### config.mk
export PLATFORM = sky130hd
export DESIGN_NAME = fetch_stage
export DESIGN_NICKNAME = d
export VERILOG_FILES = /design/src/rtl/fetch_stage.sv
export SDC_FILE = /design/constraint.sdc
export NUM_CORES = 1
export LEC_CHECK = 0
export BUFFER_PORTS_ARGS = -buffer_cell sky130_fd_sc_hd__buf_4
export CAP_MARGIN = 5
export CORE_MARGIN = 4
export CORE_UTILIZATION = 52
export DETAILED_ROUTE_END_ITERATION = 10
export PLACE_DENSITY = 0.92
export SYNTH_ARGS = -nofsm -noshare
export SYNTH_HDL_FRONTEND = slang
export SYNTH_SLANG_ARGS = --single-unit
export TNS_END_PERCENT = 5
### constraint.sdc
create_clock -name clk -period 4.6 [get_ports clk]
set_input_delay 0.23 -clock clk [delete_from_list [all_inputs] [get_ports clk]]
set_output_delay 0.23 -clock clk [all_outputs]
set_load 0.1 [all_outputs]
### src/rtl/fetch_stage.sv
// fetch_stage: instruction fetch with PC register, IF/ID pipeline register and
// a WARMUP/RUN/HALT controller. Misaligned redirects halt fetch until reset.
// Optional build macro FETCH_PERF_CNT_EN adds fetch_count and stall_count.
module fetch_stage #(
   parameter logic [31:0] RESET_PC  = 32'h0000_0000,
   parameter logic [31:0] NOP_INSTR = 32'h0000_0000
) (
   input  logic        clk,
   input  logic        reset,
   input  logic        stall,
   input  logic        flush,
   input  logic        branch_taken,
   input  logic [31:0] branch_target,
   output logic [31:0] imem_addr,
   input  logic [31:0] imem_rdata,
   output logic [31:0] pc,
   output logic [31:0] ifid_instr,
   output logic [31:0] ifid_pc_plus4,
   output logic        ifid_valid,
`ifdef FETCH_PERF_CNT_EN
   output logic [31:0] fetch_count,
   output logic [31:0] stall_count,
`endif
   output logic        halted
);

   typedef enum logic [1:0] {StWarmup, StRun, StHalt} state_e;

   state_e      state_q, state_d;
   logic [31:0] pc_q, pc_d;
   logic [31:0] instr_q, instr_d;
   logic [31:0] pp4_q, pp4_d;
   logic        valid_q, valid_d;
   logic        fetch_en;   // this edge loads a real instruction
   logic        stall_en;   // this edge is a RUN stall (no redirect)
   logic [31:0] pc_plus4;

   assign pc_plus4 = pc_q + 32'd4;   // wraps modulo 2^32

   // Next-state and IF/ID next-value selection; default is hold.
   always_comb begin
      state_d  = state_q;
      pc_d     = pc_q;
      instr_d  = instr_q;
      pp4_d    = pp4_q;
      valid_d  = valid_q;
      fetch_en = 1'b0;
      stall_en = 1'b0;
      unique case (state_q)
         StWarmup: begin
            instr_d = NOP_INSTR;
            pp4_d   = 32'd0;
            valid_d = 1'b0;
            state_d = StRun;
         end
         StRun: begin
            if (branch_taken) begin
               instr_d = NOP_INSTR;
               pp4_d   = 32'd0;
               valid_d = 1'b0;
               if (branch_target[1:0] == 2'b00) begin
                  pc_d = branch_target;
               end else begin
                  state_d = StHalt;
               end
            end else if (stall) begin
               stall_en = 1'b1;
            end else if (flush) begin
               instr_d = NOP_INSTR;
               pp4_d   = 32'd0;
               valid_d = 1'b0;
               pc_d    = pc_plus4;
            end else begin
               instr_d  = imem_rdata;
               pp4_d    = pc_plus4;
               valid_d  = 1'b1;
               pc_d     = pc_plus4;
               fetch_en = 1'b1;
            end
         end
         StHalt: begin
            instr_d = NOP_INSTR;
            pp4_d   = 32'd0;
            valid_d = 1'b0;
         end
         default: begin
            state_d = StHalt;
         end
      endcase
   end

   // State, PC and IF/ID registers with asynchronous active-low reset.
   always_ff @(posedge clk or negedge reset) begin
      if (!reset) begin
         state_q <= StWarmup;
         pc_q    <= RESET_PC;
         instr_q <= NOP_INSTR;
         pp4_q   <= 32'd0;
         valid_q <= 1'b0;
      end else begin
         state_q <= state_d;
         pc_q    <= pc_d;
         instr_q <= instr_d;
         pp4_q   <= pp4_d;
         valid_q <= valid_d;
      end
   end

`ifdef FETCH_PERF_CNT_EN
   logic [31:0] fetch_cnt_q, stall_cnt_q;

   // Performance counters; both wrap naturally at 2^32.
   always_ff @(posedge clk or negedge reset) begin
      if (!reset) begin
         fetch_cnt_q <= 32'd0;
         stall_cnt_q <= 32'd0;
      end else begin
         if (fetch_en) fetch_cnt_q <= fetch_cnt_q + 32'd1;
         if (stall_en) stall_cnt_q <= stall_cnt_q + 32'd1;
      end
   end

   assign fetch_count = fetch_cnt_q;
   assign stall_count = stall_cnt_q;
`else
   logic unused_en;
   assign unused_en = fetch_en ^ stall_en;
`endif

   assign imem_addr     = pc_q;
   assign pc            = pc_q;
   assign ifid_instr    = instr_q;
   assign ifid_pc_plus4 = pp4_q;
   assign ifid_valid    = valid_q;
   assign halted        = (state_q == StHalt);

endmodule
# Yosys cells after proc, flatten, opt, wreduce, memory -nomap -nowiden
# Index checks and enable logic that the tools add are counted.
classes:
  n_addsub: 1
  eq_ne: 7
  mux: 18
  n_bitwise: 1
  n_reduce_logical: 7
ops:
  columns: ["cell", "count"]
  rows:
  - ["two-way mux 32 bit", 9]
  - ["one-hot mux 32 bit (2 select lines)", 2]
  - ["adder 32 x 3 -> 32 bit, second input constant", 1]
  - ["one-hot mux 2 bit (3 select lines)", 1]
  - ["AND reduction 3 bit", 2]
  - ["logical NOT 2 bit", 2]
  - ["two-way mux 2 bit", 2]
  - ["!= test 2 x 1 -> 1 bit, second input constant", 2]
  - ["!= test 2 bit, second input constant", 2]
  - ["two-way mux 1 bit", 3]
  - ["!= test 3 bit, second input constant", 1]
  - ["== test 2 x 1 -> 1 bit, second input constant", 1]
  - ["== test 2 bit, second input constant", 1]
  - ["one-hot mux 1 bit (2 select lines)", 1]
  - ["AND reduction 2 bit", 1]
  - ["nonzero test 2 bit", 1]
  - ["OR reduction 2 bit", 1]
  - ["inverter 1 bit", 1]
totals:
  regBits: 99
  inputBits: 69
  out_inout_bits: 130
  wordCells: 39

# Depth between registers and ports, before layout
# Gate-level depths: netlist (run 1).
logic_depth:
  depth_word: 5
  depth_mapped: 8
  depth_no_buf: 6

# Worst setup path after synthesis (run 1)
# OpenSTA, ideal clock, no wires.
synth_timing:
  path_kind: "flip-flop to flip-flop"
  startpoint: "register pc_q[2] (netlist: imem_addr[2])"
  endpoint: "register pc_q[18] (netlist: imem_addr[18])"
  setup_time_ps: 83
  arrival_ps: 2592
  t_required_ps: 4517
  setup_slack_ps: 1925
  path_stages_with_launch: 7
  n_path_buf: 0
  synth_period_minus_slack_ps: 2675
  cell_sequence: "dfrtp_1 ha_1 nand3_1 or4_1 nor3_1 a21oi_1 o22ai_1"
synth_via:
  elab_chain_cells: 3
synth_rtl:
  columns: ["item", "line_no", "text"]
  rows:
  - ["start, declared", "30", "logic [31:0] pc_q, pc_d;"]
  - ["start signal, assigned", "102", "pc_q <= pc_d;"]
  - ["adder 32 x 3 -> 32 bit", "38", "assign pc_plus4 = pc_q + 32'd4;"]
  - ["two-way mux 32 bit", "66", "end else if (stall) begin"]
  - ["two-way mux 32 bit", "57", "if (branch_taken) begin"]
# Every way passes these cells. The select of a mux whose other input is x is not followed.
# A chain may end at the register's enable or synchronous reset.

# Worst setup path after layout (run 1)
layout_timing:
  startpoint: "input port branch_taken"
  endpoint: "register instr_q[7] (netlist: ifid_instr[7])"
layout_via:
  elab_chain_cells: 2
layout_rtl:
  columns: ["item", "line_no", "text"]
  rows:
  - ["start, declared", "12", "input logic branch_taken,"]
  - ["two-way mux 32 bit or != test 3 bit (tied branches)", null, null]
  - ["one-hot mux 32 bit (2 select lines) or AND reduction 2 bit (tied branches)", null, null]
  - ["end signal, assigned", "103", "instr_q <= instr_d;"]
  - ["end, declared", "31", "logic [31:0] instr_q, instr_d;"]
# Several ways; a longest one is shown, not always the timed one.

==> impl_results.md, run 1 <==
* Sequential fraction of the synthesis area at between 50 and 60%
* Initial Util at 53.4%
* Row cnt at 35
* Post-route antenna net violation count at 0
* Top cell family by delay on the critical path: buffers and inverters
* Post-Syn Nets at roughly 570
* Cell Int Power at roughly 1.5 mW
* Final nets at 716
* Comb pwr share at 50.9%
* RSZ-0062 raised after global routing: no
* Final wirelength at between 10000 and 15000 microns
* Commonest cells in the netlist: dfrtp_1, nand2_1, o21ai_0
* Period Utilization, post-route at 53.6%
* Synth top area cells: dfrtp_1, a22o_1, buf_4
* # diodes at 0
* Sequential power share at around a third
* Worst-Margin Slew at a little under 1 ns
* Synth area leader: dfrtp_1
* Layout cell share with drive strength beyond 1 at 35.2%
* Global Route Usage Sum at around a quarter
* Die area at approximately 11000 sq um
* DRT Pass-1 Iters at 5
* Drt drc at 0
* IO Count at 199
* Setup TNS at 0 ns
* Async SR Flop Fraction at 100%
* Core area at just over 9000 sq um
* CP max FO at 52
* WS Path Type: primary input to register
* Placed insts at approximately 750
* Clk network pwr share at between 10% and 20%
* CP dominant cell by count: buf_4
* Vias in the first global route at approximately 4.4k
* Worst path bufs/invs at 3
* Max cap viols at 0
* Slew Viols, Final at 0
* Clock sink count at 99
* # setup viols final at 0
* Crit path time final at roughly 2.5 ns
* LEAKAGE at between 3 and 4 nW
* Fmax at between 400 and 500 MHz
* Global-route wire length before repair at 23300 microns
* Most frequent cell after synthesis: dfrtp_1
* Post-synth cell types at 43
* Gpl congestion at between 0.8 and 0.9
* Worst EP arrival at 2.76 ns
* Cells after synthesis at 498
* Die W at roughly 110 microns
* Worst hold path type: primary input to register
* Worst path slowest cell: inv_1
* Largest net degree at the start of global routing at 55
* WL per Instance at 19.2 microns
* VDD IR max at between 0.0004 and 0.0005 V
* Critical path startpoint category: primary input
* Critical path cell sequence: buf_4 > inv_1 > a21oi_1 > nor2b_4 > buf_4 > a22o_1
* Post-synth EDFFs at 0
* Post-synthesis register bit count at 99
* H-tree Lvls at 3
* Status: finished clean
* Via count at about 4.5k
* Initial antenna violation count at 0
* Worst skew pair latency at approximately 0.36 ns
* Syn avg cell area at 9.86 sq um
* Root Buffer: clkbuf_8
* Sw Share at between 50 and 60%
* Hold Vio Cnt, Final at 0
* Ys flop type: dfrtp_1
* Hpwl dp at 10800 microns
* Net switching power at 1.89 mW
* Global route total overflow at 0
* Synth top area share at between 50 and 60%
* Total power per unit cell area at around 530 nW/um^2
* Syn Std Cell Area at 4910 sq um
* Clk_skew at ~0.013 ns
* CTS tree: built
* TritonCTS buffer count at 9
* Slew margin rel. at 36.0%
* Clock slew at reported path FFs at between 0.1 and 0.15 ns
* # resized after CTS at 0
* Maximum root-to-sink buffer count at 2
* Slowest stage delay, CP at about 0.70 ns
* Synth warn at 0
* CP Capture Type: register
* Critical Path RT at 4.90 ns
* Area delta synth->final at 30.2%
* Finished Layout Cells at 762
* Buffers on Ports at slightly below 200
* Iteration-0 DRC Markers at between 500 and 600
* Die Ht at between 100 and 150 microns
* Via density per instance at ~6.0
==> per-stage QoR <==
step	hold slack, ns	instance area [sq um]	total power [mW]	setup WS, ns	util, %
final	0.0720	6390	3.38	2.14	69.5
after global routing	0.0618	6390	3.49	1.88	69.5
after CTS	0.0674	6390	3.38	2.20	69.5
after detailed placement	0.272	6200	2.87	1.81	67.4
after global placement	0.259	6200	2.84	1.96	67.4
after floorplan	-0.0656	4910	2.57	1.92	-
==> state kept, by name, summed over array words and instances, names as in the netlist <==
register,flops
ifid_instr,32
ifid_pc_plus4,32
imem_addr,32
state_q,2
ifid_valid,1
==> power groups by stage <==
stage,Clock [mW],Sequential (mW),Combinational [mW]
2_1_floorplan,0,1.64,0.926
4_1_cts,0.521,1.14,1.72
5_1_grt,0.560,1.16,1.77
3_5_place_dp,0,1.15,1.72
6_report,0.519,1.14,1.72
3_3_place_gp,0,1.14,1.70
==> routing by layer <==
metal	global-route usage, %	share of wire, %
met1	33.8	38
met5	0	0
met3	5.87	9.0
met4	8.81	2.5
met2	43.4	50
==> final timing paths <==
| check | from | to | slack [ns] | depth (start not counted) |
|---|---|---|---|---|
| max reg2reg | imem_addr[6]$_DFFE_PN0P_ | imem_addr[21]$_DFFE_PN0P_ | 2.17 | 5 |
| max | branch_taken | ifid_instr[7]$_DFFE_PN0P_ | 2.14 | 6 |
| min in group asynchronous | reset | imem_addr[22]$_DFFE_PN0P_ | 0.41 | 2 |
| max in group asynchronous | reset | imem_addr[27]$_DFFE_PN0P_ | 3.10 | 3 |
| min reg2reg | ifid_valid$_DFFE_PN0P_ | ifid_valid$_DFFE_PN0P_ | 0.49 | 2 |
| min | imem_rdata[6] | ifid_instr[6]$_DFFE_PN0P_ | 0.07 | 2 |
==> kinds of logic (layout without fill, tap and decap cells) <==
group | count (synthesis) | after routing | synth area share [%]
mux | 5 | 5 | 1.02
compound gates | 146 | 146 | 19.7
fa+ha+maj | 1 | 1 | 0.255
simple gates | 151 | 151 | 15.9
buf+inv | 69 | 222 | 7.90
xor+xnor | 27 | 27 | 4.82
flops | 99 | 99 | 50.5
==> cells in the final DEF, fill, tap and decap left out, types with 8 or more instances in the layout <==
master | synthesis | routed
clkbuf_8 | 0 | 9
xnor2_1 | 15 | 15
a21oi_1 | 21 | 21
a22o_1 | 36 | 36
o22ai_1 | 9 | 9
buf_4 | 33 | 202
o21ai_0 | 47 | 47
xor2_1 | 12 | 12
nor2_1 | 21 | 20
nand4_1 | 8 | 8
dfrtp_1 | 99 | 99
nand2_1 | 59 | 59
nand3_1 | 17 | 17
nor3_1 | 10 | 10
and3_1 | 8 | 8
==> worst register-to-register path, cell delays in order, from the launching register on <==
cell     delay [ns]
dfrtp_1        0.58
nand4_1        0.47
or2_1          0.45
nor4_2         0.43
a31oi_1        0.17
o22a_1         0.21
==> repair_timing <==
item | 4_1_cts | 5_1_grt
hold endpoints to repair | 45 | 0
buffers inserted | 0 | 0
hold buffers | 1 | 0
==> cell type report <==
class,count,area (sq um)
clock inverter,6,53.8
timing repair buffer,203,1530
multi-input combinational,330,2060
inverter,3,11.3
tap,111,139
sequential,99,2480
fill,660,2800
clock buffer,10,128
Note: power is estimated with default switching activity, not from simulation.
==> run 2, diff against run 1 <==
- CORE_UTILIZATION: 52 -> 49
- PLACE_DENSITY: 0.92 -> 0.88
- clock period: 4.6 -> 2.6 ns (I/O delays scaled with it)
==> impl_results.md, run 2 (same netlist as run 1, synthesis figures left out) <==
* CP Capture Type: register
* IO Count at 199 (unchanged)
* Most frequent cells in the layout: buf_4, dfrtp_1, nand2_1
* Clock slew at reported path FFs at 0.10 ns (about the same)
* CP max FO at 10 (-81%)
* Worst skew pair latency at 0.38 ns (+0.02 ns)
* Maximum root-to-sink buffer count at 2 (unchanged)
* Buffers on Ports at 198 (unchanged)
* Placed insts at 771 (+3.5%)
* RSZ-0062 raised after global routing: no
* Initial antenna violation count at 0 (unchanged)
* Final wirelength at 15600 microns (+6.6%)
* Die Ht at 108 microns (+2.8%)
* Initial Util at 50.2% (-3.2 points)
* Finished Layout Cells at 819 (+7.5%)
* # resized after CTS at 0 (unchanged)
* Area of the multi-input gates at 2060 sq um (unchanged)
* Clk_skew at 0.0122 ns (-0.00100 ns)
* Area delta synth->final at 38.3%
* Most common cell after layout, fill and taps aside: buf_4
* Global Route Usage Sum at 26.4% (+0.26 points)
* Iteration-0 DRC Markers at 358 (-29%)
* Slew Viols, Final at 0 (unchanged)
* Worst hold path type: primary input to register
* Drt drc at 0 (unchanged)
* Die area at 11700 sq um (+5.6%)
* DRT Pass-1 Iters at 5 (unchanged)
* Critical Path RT at 2.85 ns (-2.05 ns)
* Slew margin rel. at 47.6% (+12 points)
* H-tree Lvls at 3 (unchanged)
* Post-CTS Setup Bufs at 0 (unchanged)
* TritonCTS buffer count at 9 (unchanged)
* Clock sink count at 99 (unchanged)
* # setup viols final at 0 (unchanged)
* CTS tree: built
* Critical path startpoint category: register
* WL per Instance at 19.1 microns (-0.84%)
* Gpl congestion at 0.907 (+4.5%)
* Vias in the first global route at 4584 (+3.7%)
* Register area at 2480 sq um (+0.10%)
* Core area at 9770 sq um (+6.3%)
* Post-route antenna net violation count at 0 (unchanged)
* Fill count at 729 (+10%)
* Layout cell share with drive strength beyond 1 at 34.4% (-0.77 points)
* Die W at 108 microns (+2.8%)
* Largest net degree at the start of global routing at 60 (+9.1%)
* Total power per unit cell area at 900 nW/um^2 (+70%)
* Worst EP arrival at 2.55 ns (-0.21 ns)
* Row cnt at 36 (+2.9%)
* Via density per instance at 5.72 (-4.1%)
* VDD IR max at 0.000733 V (+77%)
* Final nets at 751 (+4.9%)
* Via count at 4683 (+3.1%)
* Hold Vio Cnt, Final at 0 (unchanged)
* Hpwl dp at 10800 microns (+0.38%)
* Period Utilization, post-route at 88.2%
* Post-DP Area at 6270 sq um (+1.2%)
* # diodes at 0 (unchanged)
* Post-route cell area at 6790 sq um (+6.2%)
* Status: finished clean
* WS Path Type: register to register
* Global-route wire length before repair at 24000 microns (+3.2%)
* Global route total overflow at 0 (unchanged)
* Root Buffer: clkbuf_8
* Crit path time final at between 2 and 2.5 ns
* Max cap viols at 0 (unchanged)
* Worst-Margin Slew at 0.786 ns (-0.175 ns)
* LEAKAGE at 3.25 nW (+5.2%)
* Fmax at 436 MHz
## run 2: changes by cell type in the layout (fill, tap and decap cells not counted), moves of 2 or more
| cell | previous run | this run |
|---|---|---|
| clkbuf_8 | 9 | 11 |
| dfrtp_1 | 99 | 97 |
| buf_4 | 202 | 205 |
| dfrtp_2 | 0 | 2 |
| clkinv_4 | 2 | 0 |
| dlygate4sd3_1 | 1 | 32 |
| inv_6 | 0 | 2 |
## run 2: metal layers
layer | track usage [%] | part of all wire, % | wire (microns)
met5 | 0 | 0 | 0
met4 | 11.6 | 3.4 | 537
met3 | 5.31 | 6.4 | 1000
met2 | 43.9 | 51 | 7980
met1 | 33.5 | 39 | 6090
## run 2: power breakdown
part / internal [mW] / switching (mW) / leakage, nW / total, mW
clock network: 0.415 / 0.582 / 0.0945 / 0.997
registers: 1.68 / 0.326 / 1.33 / 2.00
logic: 0.641 / 2.47 / 1.83 / 3.11
## run 2: per-stage QoR
step | setup slack [ns] | power, mW | hold WS [ns] | TNS [ns] | util, %
after floorplan | -0.0370 | 4.54 | -0.166 | -0.0463 | -
after global placement | 0.490 | 5.06 | 0.251 | 0 | 64.2
after detailed placement | 0.376 | 5.10 | 0.260 | 0 | 64.2
after CTS | 0.363 | 6.11 | 0.00103 | 0 | 69.5
after global routing | 0.165 | 6.31 | 0.00346 | 0 | 69.5
final | 0.306 | 6.11 | 0.00153 | 0 | 69.5
## run 2: final timing paths
path,cells past startpoint,end,startpoint,slack (ns)
hold reg to reg,2,ifid_valid$_DFFE_PN0P_,ifid_valid$_DFFE_PN0P_,0.49
min in group asynchronous,2,ifid_pc_plus4[12]$_DFFE_PN0P_,reset,0.37
max in group asynchronous,3,ifid_pc_plus4[3]$_DFFE_PN0P_,reset,1.51
setup reg to reg,5,imem_addr[30]$_DFFE_PN0P_,imem_addr[2]$_DFFE_PN0P_,0.31
setup / recovery,5,imem_addr[30]$_DFFE_PN0P_,imem_addr[2]$_DFFE_PN0P_,0.31
hold / removal,3,imem_addr[29]$_DFFE_PN0P_,branch_target[29],0.002
## run 2: worst max-delay path: stages, from the launching register on
cell and delay [ns]:
dfrtp_2 0.46, ha_1 0.28, nand3_1 0.32, nor3_1 0.54, nand3_1 0.23, o311ai_0 0.34
## run 2: final cells by class
class | instances | share of cell area, %
sequential | 99 | 36.5
multi-input combinational | 330 | 30.3
timing repair buffer | 238 | 27.7
tap | 133 | 2.45
clock buffer | 11 | 2.23
clock inverter | 5 | 0.645
inverter | 3 | 0.166
## run 2: timing repair
action                                  CTS  global route
endpoints found under the setup margin    0             0
hold buffers                             32             0
hold endpoints to repair                 89             0
